$ cat config.mk
export PLATFORM = sky130hd
export DESIGN_NAME = timer_ctrl
export DESIGN_NICKNAME = d
export VERILOG_FILES = /design/src/rtl/timer_ctrl.sv
export SDC_FILE = /design/constraint.sdc
export NUM_CORES = 1
export LEC_CHECK = 0
export BUFFER_PORTS_ARGS = -buffer_cell sky130_fd_sc_hd__buf_2
export CAP_MARGIN = 20
export CORE_MARGIN = 3
export CORE_UTILIZATION = 40
export DETAILED_ROUTE_END_ITERATION = 10
export PLACE_DENSITY = 0.67
export RECOVER_POWER = 25
export SLEW_MARGIN = 20
export SYNTH_ARGS = -nofsm -noshare
export SYNTH_HDL_FRONTEND = slang
export SYNTH_SLANG_ARGS = --single-unit
$ cat constraint.sdc
create_clock -name clk -period 2.11 [get_ports clk]
set_input_delay 0.1055 -clock clk [delete_from_list [all_inputs] [get_ports clk]]
set_output_delay 0.1055 -clock clk [all_outputs]
set_load 0.02 [all_outputs]
$ cat src/rtl/timer_ctrl.sv
`default_nettype none
// ============================================================================
// Module   : timer_ctrl
// Purpose  : Programmable timer controller. A free-running divider (DIV)
//            feeds a tap multiplexer; a falling edge of the gated tap bit
//            advances an 8-bit reloadable counter (TIMA) built from two
//            cascaded 4-bit slices. On overflow TIMA reads 0x00 for one
//            tick, then reloads from TMA and pulses irq for one clk.
// Ports    : clk      - system clock, rising edge
//            rst      - synchronous active-high reset
//            ce       - base tick enable for divider, reload timing
//            addr     - register select: 0 DIV, 1 TIMA, 2 TMA, 3 TAC
//            wr_en    - single-cycle register write strobe (ignores ce)
//            wr_data  - register write data
//            rd_data  - combinational read of the addressed register
//            irq      - timer interrupt request, one clk wide
// Revision : 1.0 - initial release
// ============================================================================
module timer_ctrl #(
   parameter int DIV_W = 16
) (
   input  logic       clk,
   input  logic       rst,
   input  logic       ce,
   input  logic [1:0] addr,
   input  logic       wr_en,
   input  logic [7:0] wr_data,
   output logic [7:0] rd_data,
   output logic       irq
);

   localparam logic [1:0]       C_ADDR_DIV  = 2'd0;
   localparam logic [1:0]       C_ADDR_TIMA = 2'd1;
   localparam logic [1:0]       C_ADDR_TMA  = 2'd2;
   localparam logic [1:0]       C_ADDR_TAC  = 2'd3;
   localparam logic [DIV_W-1:0] C_DIV_ONE   = {{(DIV_W-1){1'b0}}, 1'b1};

   typedef enum logic [0:0] {
      ST_RUN = 1'b0,
      ST_OVF = 1'b1
   } state_t;

   // ------------------------------------------------------------------------
   // State
   // ------------------------------------------------------------------------
   logic [DIV_W-1:0] r_div;
   logic [3:0]       r_tima_lo;
   logic [3:0]       r_tima_hi;
   logic [7:0]       r_tma;
   logic [2:0]       r_tac;
   logic             r_t_prev;
   logic             r_irq;
   state_t           r_state;

   // ------------------------------------------------------------------------
   // Write decode
   // ------------------------------------------------------------------------
   logic w_wr_div;
   logic w_wr_tima;
   logic w_wr_tma;
   logic w_wr_tac;

   assign w_wr_div  = wr_en && (addr == C_ADDR_DIV);
   assign w_wr_tima = wr_en && (addr == C_ADDR_TIMA);
   assign w_wr_tma  = wr_en && (addr == C_ADDR_TMA);
   assign w_wr_tac  = wr_en && (addr == C_ADDR_TAC);

   // ------------------------------------------------------------------------
   // Tap select and falling-edge count event
   // ------------------------------------------------------------------------
   logic w_tap_bit;
   logic w_t_in;
   logic w_count_evt;

   always_comb begin
      w_tap_bit = 1'b0;
      case (r_tac[1:0])
         2'b00:   w_tap_bit = r_div[9];
         2'b01:   w_tap_bit = r_div[3];
         2'b10:   w_tap_bit = r_div[5];
         default: w_tap_bit = r_div[7];
      endcase
   end

   assign w_t_in = r_tac[2] & w_tap_bit;

   // Any 1->0 transition counts, whatever its cause (divider roll, DIV
   // clear, TAC disable or tap change); the glitch counting is deliberate.
   assign w_count_evt = r_t_prev & ~w_t_in;

   // ------------------------------------------------------------------------
   // Slice cascade: the high slice is enabled by the low slice's terminal
   // count, and the full counter's terminal count signals overflow.
   // ------------------------------------------------------------------------
   logic       w_lo_tc;
   logic       w_tima_tc;
   logic [7:0] w_reload_val;

   assign w_lo_tc   = (r_tima_lo == 4'hF);
   assign w_tima_tc = w_lo_tc && (r_tima_hi == 4'hF);

   // A TMA write landing on the reload cycle feeds the reload directly.
   assign w_reload_val = w_wr_tma ? wr_data : r_tma;

   // ------------------------------------------------------------------------
   // Divider, edge register and control registers
   // ------------------------------------------------------------------------
   always_ff @(posedge clk) begin
      if (rst) begin
         r_div    <= '0;
         r_tma    <= 8'h00;
         r_tac    <= 3'b000;
         r_t_prev <= 1'b0;
      end else begin
         if (w_wr_div) begin
            r_div <= '0;
         end else if (ce) begin
            r_div <= r_div + C_DIV_ONE;
         end

         if (w_wr_tma) begin
            r_tma <= wr_data;
         end

         if (w_wr_tac) begin
            r_tac <= wr_data[2:0];
         end

         r_t_prev <= w_t_in;
      end
   end

   // ------------------------------------------------------------------------
   // Overflow FSM with TIMA slices and registered irq.
   // Priority on TIMA: TIMA write > reload > increment.
   // ------------------------------------------------------------------------
   always_ff @(posedge clk) begin
      if (rst) begin
         r_tima_lo <= 4'h0;
         r_tima_hi <= 4'h0;
         r_irq     <= 1'b0;
         r_state   <= ST_RUN;
      end else begin
         r_irq <= 1'b0;
         if (w_wr_tima) begin
            // Also cancels a pending reload when issued during OVF.
            r_tima_lo <= wr_data[3:0];
            r_tima_hi <= wr_data[7:4];
            r_state   <= ST_RUN;
         end else begin
            case (r_state)
               ST_RUN: begin
                  if (w_count_evt) begin
                     r_tima_lo <= r_tima_lo + 4'd1;
                     if (w_lo_tc) begin
                        r_tima_hi <= r_tima_hi + 4'd1;
                     end
                     // 0xFF wraps to 0x00 through the slices; hold it
                     // for one tick before reloading.
                     if (w_tima_tc) begin
                        r_state <= ST_OVF;
                     end
                  end
               end
               ST_OVF: begin
                  // Count events are ignored here, including one that
                  // coincides with the reload.
                  if (ce) begin
                     r_tima_lo <= w_reload_val[3:0];
                     r_tima_hi <= w_reload_val[7:4];
                     r_irq     <= 1'b1;
                     r_state   <= ST_RUN;
                  end
               end
               default: begin
                  r_state <= ST_RUN;
               end
            endcase
         end
      end
   end

   assign irq = r_irq;

   // ------------------------------------------------------------------------
   // Read mux
   // ------------------------------------------------------------------------
   always_comb begin
      rd_data = 8'h00;
      case (addr)
         C_ADDR_DIV:  rd_data = r_div[DIV_W-1 -: 8];
         C_ADDR_TIMA: rd_data = {r_tima_hi, r_tima_lo};
         C_ADDR_TMA:  rd_data = r_tma;
         default:     rd_data = {5'b11111, r_tac};
      endcase
   end

endmodule
`default_nettype wire
* Yosys cells after proc, flatten, opt, wreduce, memory -nomap -nowiden *
Index checks and enable logic that the tools add are counted.

cells by class
  multipliers = 0
  order comparisons = 0
  bitwise gates (word level) = 4
  div/mod/pow operators = 0
  reduce and logical (&&, ||, !) cells = 12
  equality and inequality tests = 10
  multiplexer cells = 17
  add/subtract/negate cells = 3
  shift operators = 0

operators with widths
  cell                                                 count
  two-way mux 4 bit                                    7
  case mux 8 bit (3 select lines)                      1
  adder 16 x 1 -> 16 bit, second input constant        1
  case mux 4 bit (2 select lines)                      2
  adder 4 x 1 -> 4 bit, second input constant          2
  equality test 4 bit, second input constant           2
  two-way mux 8 bit                                    1
  equality test 2 bit, second input constant           3
  != test 3 bit, second input constant                 2
  logical AND 1 bit                                    5
  equality test 2 x 1 -> 1 bit, second input constant  2
  logical NOT 2 bit                                    2
  two-way mux 1 bit                                    4
  OR reduction 2 bit                                   2
  != test 3 x 2 -> 1 bit, second input constant        1
  case mux 1 bit (3 select lines)                      1
  AND reduction 3 bit                                  1
  OR reduction 3 bit                                   1
  AND 1 bit                                            2
  inverter 1 bit                                       2
  case mux 1 bit (2 select lines)                      1
  AND reduction 2 bit                                  1

word-level totals
  flip-flop bits (word level) = 38
  ROM bits = 0
  output and inout port bits = 9
  memories = 0
  bits in latches = 0
  memory bits (writable) = 0
  input port bits = 14

* Logic depth before layout (Yosys ltp) *
Gate-level depths: netlist of the first run.

  depth after elaboration = 8
  mapped depth = 7
  gate-level depth less buffers = 5

* Worst setup path before layout of the first run *
No wires, ideal clock.

  path type = register to register
  start point = reg r_div[0]
  end point = reg r_div[12]
  stages on the path, launching flop included = 6
  library setup time = 70 ps
  path buffers = 0
  path slack = 421 ps
  arrival time = 1619 ps
  cell sequence = dfxtp_1 -> ha_1 -> inv_1 -> or4_4 -> or3_1 -> a21oi_1

between the ends
  longest elaborated chain between the ends = 1

RTL lines
  item                    RTL line  RTL
  start, declared         46        logic [DIV_W-1:0] r_div;
  start signal, assigned  118       r_div <= r_div + C_DIV_ONE;
  adder 16 x 1 -> 16 bit  118

Every way passes these cells.
A chain may end at the register's enable or synchronous reset.

* Worst setup path in the final report of the first run *
  start point = reg r_div[0]
  end point = reg r_div[14]

The elaborated chain is that of the path after synthesis.

==> results.sh, run 1 <==
export IMPL_clockPowerShare_pct=36.2
export IMPL_synth_most_common_cell="dfxtp_1"
export IMPL_n_antenna_cell=0
export IMPL_num_vias=1800
export IMPL_swShare_pct=25.3
export IMPL_clk_pin_slew_ns=0.07
export IMPL_max_slew_margin_pct=47.9
export IMPL_critical_path_required_ns=2.32
export IMPL_track_usage_pct=17.0
export IMPL_crit_path_start_kind="flip-flop"
export IMPL_drive_gt1_share_pct=17.0
export IMPL_nNetsFinal=281
export IMPL_path_max_fanout=5
export IMPL_hold_slack_ns=0.0643
export IMPL_routed_via_density=5.42
export IMPL_cts_setup_buffers=0
export IMPL_synth_area_um2=2090
export IMPL_die_w_um=78.3
export IMPL_start_util_pct=42.9
export IMPL_netSwitchingPower_uw=357
export IMPL_yosysTopAreaCell="dfxtp_1"
export IMPL_tightest_slew_ns=0.781
export IMPL_overflow=0
export IMPL_drcViolationCount=0
export IMPL_power_mw=1.41
export IMPL_cts_buffers_inserted=5
export IMPL_p_int_mw=1.06
export IMPL_power_density_nw_per_um2=604
export IMPL_synth_seq_area_share_pct=36.4
export IMPL_crit_path_end_kind="flip-flop"
export IMPL_ir_worst_vdd_v=0.000357
export IMPL_criticalPathCategory="flip-flop to flip-flop"
export IMPL_rows=25
export IMPL_syn_num_nets=263
export IMPL_hold_viol_final=0
export IMPL_cts_sinks=38
export IMPL_routed_wl_mm=4.86
export IMPL_yosysUniqueCellTypes=45
export IMPL_drtIter0Drc=42
export IMPL_wl_per_cell_um=14.6
export IMPL_rsz0062_at_grt="no"
export IMPL_syn_area_per_cell_um2=8.50
export IMPL_numPortBuffers=22
export IMPL_clock_latency_ns=0.29
export IMPL_yosys_warnings=0
export IMPL_ant_nets=0
export IMPL_drt_pre_antenna_iters=4
export IMPL_cts_tree="done"
export IMPL_maxCapViolCount=0
export IMPL_leakage_nw=0.876
export IMPL_cts_root_buffer="clkbuf_8"
export IMPL_synthTopCellsByArea="dfxtp_1 36%, nand2_1 5.9%, mux2i_1 5.3%"
export IMPL_drv_slew=0
export IMPL_clk_path_buf_depth=2
export IMPL_fmax_ghz=0.550
export IMPL_gp_congestion=0.876
export IMPL_outcome="complete, no violations"
export IMPL_synth_edff_count=0
export IMPL_min_period_over_period_pct=86.2
export IMPL_grt_max_degree=20
export IMPL_cts_resized=0
export IMPL_ys_seq_elements=38
export IMPL_synth_top_cell_area_share_pct=36.4
export IMPL_core_area_um2=4880
export IMPL_cts_hold_buf=0
export IMPL_min_period_ns=1.82
export IMPL_dp_hpwl_mm=3.55
export IMPL_synth_commonest_cells="38 x dfxtp_1, 33 x nand2_1, 22 x nor2_1"
export IMPL_arrival_ns=2.03
export IMPL_async_flop_share_pct=0
export IMPL_dieArea_um2=6130
export IMPL_io_pins=23
export IMPL_setup_viol=0
export IMPL_antenna_found_initial=0
export IMPL_comb_power_share_pct=10.8
export IMPL_area_growth_pct=11.8
export IMPL_pwr_share_seq_pct=53.1
export IMPL_synth_main_ff_cell="dfxtp_1"
export IMPL_setup_tns_ns=0
export IMPL_skew_ns=0.00483
export IMPL_htreeDepth=2
export IMPL_die_height_um=78.3
export IMPL_grt_pass1_wl_mm=8.31
export IMPL_grt_pass1_vias=1724
export IMPL_holdCritPathClass="input pin to flip-flop"
export IMPL_syn_inst=246
power by group through the flow:
stage / Clock (mW) / Combinational [mW] / Sequential, mW
2_1_floorplan: 0 / 0.112 / 0.760
3_3_place_gp: 0 / 0.152 / 0.766
3_5_place_dp: 0 / 0.153 / 0.766
4_1_cts: 0.528 / 0.154 / 0.750
5_1_grt: 0.566 / 0.169 / 0.752
6_report: 0.511 / 0.152 / 0.750
layer usage:
metal / track usage (%) / vias up / share of wire [%]
met1: 23.4 / 831 / 49
met3: 4.01 / 5 / 4.5
met4: 5.94 / 0 / 1.1
met5: 0 / - / 0
met2: 25.9 / 38 / 45
li1: - / 926 / -
final cells by class:
class	count	area [µm²]
Clock buffer	7	86.3
Clock inverter	1	5.00
Fill cell	492	2540
Inverter	6	22.5
Multi-Input combinational cell	188	1250
Sequential cell	38	761
Tap cell	67	83.8
Timing Repair Buffer	25	130
path summary, 6_finish.rpt:
kind	startpoint	endpoint	cells past startpoint	slack, ns
setup reg to reg	r_div[0]	r_div[14]	5	0.29
hold reg to reg	r_tma[1]	r_tma[1]	2	0.50
setup / recovery	r_div[0]	r_div[14]	5	0.29
hold / removal	wr_data[5]	r_tma[5]	3	0.06
cell usage in the layout (no fill, tap or decap), types with 5 or more instances in the layout:
cell	instances
inv_1	6
xnor2_1	8
a21oi_1	16
nor2_1	22
nand4_1	7
nand2_1	33
or3_1	5
o22a_1	5
nor3_1	7
mux2_2	5
dfxtp_1	38
mux2i_1	11
o21ai_0	10
xor2_1	5
nand3_1	8
clkbuf_8	6
buf_2	20
kinds of logic (layout without fill, tap and decap cells):
group	Yosys count	after routing	share of synthesized area, %
buffers and inverters	20	39	3.83
muxes	19	19	11.2
xor gates and xnor gates	13	13	5.44
AOI/OAI and AO/OA	52	52	16.6
adders and majority gates	3	3	1.79
and+or+nand+nor	101	101	24.8
DFF	38	38	36.4
sequential cells by signal, summed over array words and instances (netlist names):
register,cells
r_div,16
r_tma,8
r_tima_hi,4
r_tima_lo,4
r_tac,3
irq,1
r_state,1
r_t_prev,1
metrics by stage:
step / setup slack [ns] / cells / utilization [%] / instance area (µm²)
2_1_floorplan: 0.421 / 246 / - / 2090
5_1_grt: 0.182 / 332 / 47.9 / 2340
4_1_cts: 0.285 / 332 / 48.0 / 2340
3_3_place_gp: 0.357 / 324 / 46.1 / 2250
6_report: 0.292 / 332 / 47.9 / 2340
3_5_place_dp: 0.294 / 324 / 46.1 / 2250
worst max-delay path: stages, from the launching register on:
cell	delay, ns
dfxtp_1	0.39
ha_1	0.23
inv_1	0.07
or4_4	0.54
or3_1	0.36
a21oi_1	0.14
No activity file was read; power rests on OpenSTA's default activity.
==> inputs of run 2 (changes only) <==
--- a/config.mk
+++ b/config.mk
@@ -6,11 +6,10 @@
 export NUM_CORES = 1
 export LEC_CHECK = 0
 export BUFFER_PORTS_ARGS = -buffer_cell sky130_fd_sc_hd__buf_2
-export CAP_MARGIN = 20
 export CORE_MARGIN = 3
 export CORE_UTILIZATION = 40
 export DETAILED_ROUTE_END_ITERATION = 10
-export PLACE_DENSITY = 0.67
+export PLACE_DENSITY = 0.69
 export RECOVER_POWER = 25
 export SLEW_MARGIN = 20
 export SYNTH_ARGS = -nofsm -noshare
==> constraint.sdc (replaced) <==
create_clock -name clk -period 1.5 [get_ports clk]
set_input_delay 0.075 -clock clk [delete_from_list [all_inputs] [get_ports clk]]
set_output_delay 0.075 -clock clk [all_outputs]
set_load 0.02 [all_outputs]
==> results.sh, run 2 (synthesized netlist as in run 1, its figures left out) <==
export IMPL_die_w_um=78.3
export IMPL_core_area_um2=4880
export IMPL_criticalPathCategory="flip-flop to flip-flop"
export IMPL_cts_tree="done"
export IMPL_ir_worst_vdd_v=0.000577
export IMPL_layout_commonest_cell="buf_4"
export IMPL_grt_pass1_vias=1906
export IMPL_layout_common_cells="35 x buf_4, 33 x nand2_1, 29 x dfxtp_1"
export IMPL_place_area_um2=2510
export IMPL_crit_path_start_kind="flip-flop"
export IMPL_crit_path_end_kind="flip-flop"
export IMPL_drv_slew=0
export IMPL_io_pins=23
export IMPL_largest_reg_flops=16
export IMPL_ant_nets=0
export IMPL_track_usage_pct=18.5
export IMPL_pre_cts_ws_ns=-0.0997
export IMPL_rows=25
export IMPL_drt_pre_antenna_iters=4
export IMPL_clk_pin_slew_ns=0.09
export IMPL_fmax_ghz=0.639
export IMPL_top_regs="r_div x16, r_tma x8"
export IMPL_leakage_nw=1.06
export IMPL_setup_ws_ns=-0.0645
export IMPL_htreeDepth=2
export IMPL_fin_util_pct=55.4
export IMPL_routed_via_density=5.35
export IMPL_clock_latency_ns=0.30
export IMPL_hold_viol_final=0
export IMPL_dieArea_um2=6130
export IMPL_largest_register="r_div"
export IMPL_dp_hpwl_mm=3.90
export IMPL_start_util_pct=42.9
export IMPL_violations="negative setup slack"
export IMPL_drive_gt1_share_pct=33.0
export IMPL_fin_cells=367
export IMPL_num_vias=1962
export IMPL_crit_start="r_div[1]"
export IMPL_overflow=0
export IMPL_nNetsFinal=316
export IMPL_power_density_nw_per_um2=740
export IMPL_grt_max_degree=18
export IMPL_n_antenna_cell=0
export IMPL_holdCritStartpoint="wr_data[4]"
export IMPL_final_area_um2=2700
export IMPL_numPortBuffers=22
export IMPL_arrival_ns=1.79
export IMPL_drtIter0Drc=128
export IMPL_cts_root_buffer="clkbuf_8"
export IMPL_die_height_um=78.3
export IMPL_holdCritPathClass="input pin to flip-flop"
export IMPL_routed_wl_mm=5.34
export IMPL_regArea_um2=785
export IMPL_path_max_fanout=3
export IMPL_wl_per_cell_um=14.5
export IMPL_setup_viol=5
export IMPL_area_growth_pct=29.2
export IMPL_critical_path_required_ns=1.73
export IMPL_clk_path_buf_depth=2
export IMPL_drcViolationCount=0
export IMPL_rr_startpoint="r_div[1]"
export IMPL_min_period_over_period_pct=104
export IMPL_dp_cells=355
export IMPL_cts_buffers_inserted=5
export IMPL_tightest_slew_ns=0.351
export IMPL_skew_ns=0.0122
export IMPL_outcome="complete, but fails checks"
export IMPL_antenna_found_initial=0
export IMPL_cts_sinks=38
export IMPL_gp_congestion=0.879
export IMPL_max_slew_margin_pct=76.6
export IMPL_multi_input_area_um2=1310
export IMPL_fillers=457
export IMPL_grt_pass1_wl_mm=8.98
export IMPL_cts_hold_buf=0
export IMPL_min_period_ns=1.56
export IMPL_maxCapViolCount=0
export IMPL_rsz0062_at_grt="yes"
-- run 2: cell count changes in the layout (fill, tap and decap cells not counted), moves of 2 or more --
cell	change
dfxtp_4	+5
clkbuf_1	-2
dfxtp_1	-9
buf_4	+32
buf_6	+5
o21ai_0	-2
dfxtp_2	+4
o21ai_1	+2
mux2i_1	-2
-- run 2: timing repair --
action	CTS	global route
resized for setup	8	18
buffers inserted	2	3
pin swaps	5	7
setup endpoints to repair	15	17
-- run 2: final cells by class --
class                   instances  share of cell area (%)
multi-input cells             188                    48.4
flip-flops and latches         38                    29.0
repair buffers                 60                    15.5
well taps                      67                    3.10
clock buffers                   5                    2.55
inverters                       6                   0.833
clock inverters                 3                   0.602
-- run 2: where the power goes --
part,switching (mW),total (mW),internal [mW]
clock,0.377,0.695,0.318
sequential,0.0266,1.05,1.02
combinational,0.139,0.254,0.115
-- run 2: worst paths after layout --
check,endpoint,slack (ns),cells after the start
worst max-delay path,r_div[12],-0.06,5
worst min-delay path,r_tma[4],0.03,3
worst max register to register,r_div[12],-0.06,5
worst min register to register,r_div[15],0.49,2
-- run 2: routing by layer --
metal | share of wire (%) | GRT usage (%) | up-vias
li1 | - | - | 996
met1 | 48 | 23.9 | 923
met3 | 4.0 | 4.82 | 5
met4 | 0.97 | 5.24 | 0
met5 | 0 | 0 | -
met2 | 47 | 30.4 | 38
-- run 2: stage by stage --
stage / hold slack (ns) / TNS [ns] / power, mW
after floorplan: 0.211 / -0.204 / 1.23
after global placement: 0.325 / -0.249 / 1.32
after detailed placement: 0.334 / -0.481 / 1.32
after CTS: 0.0244 / -0.413 / 2.01
after global routing: 0.0274 / -0.649 / 2.10
final: 0.0299 / -0.182 / 2.00
-- run 2: critical path: stages (launching register included) --
cell and delay [ns]:
dfxtp_4 0.37, ha_4 0.13, inv_2 0.03, or4_4 0.51, or3_1 0.33, a21oi_2 0.12
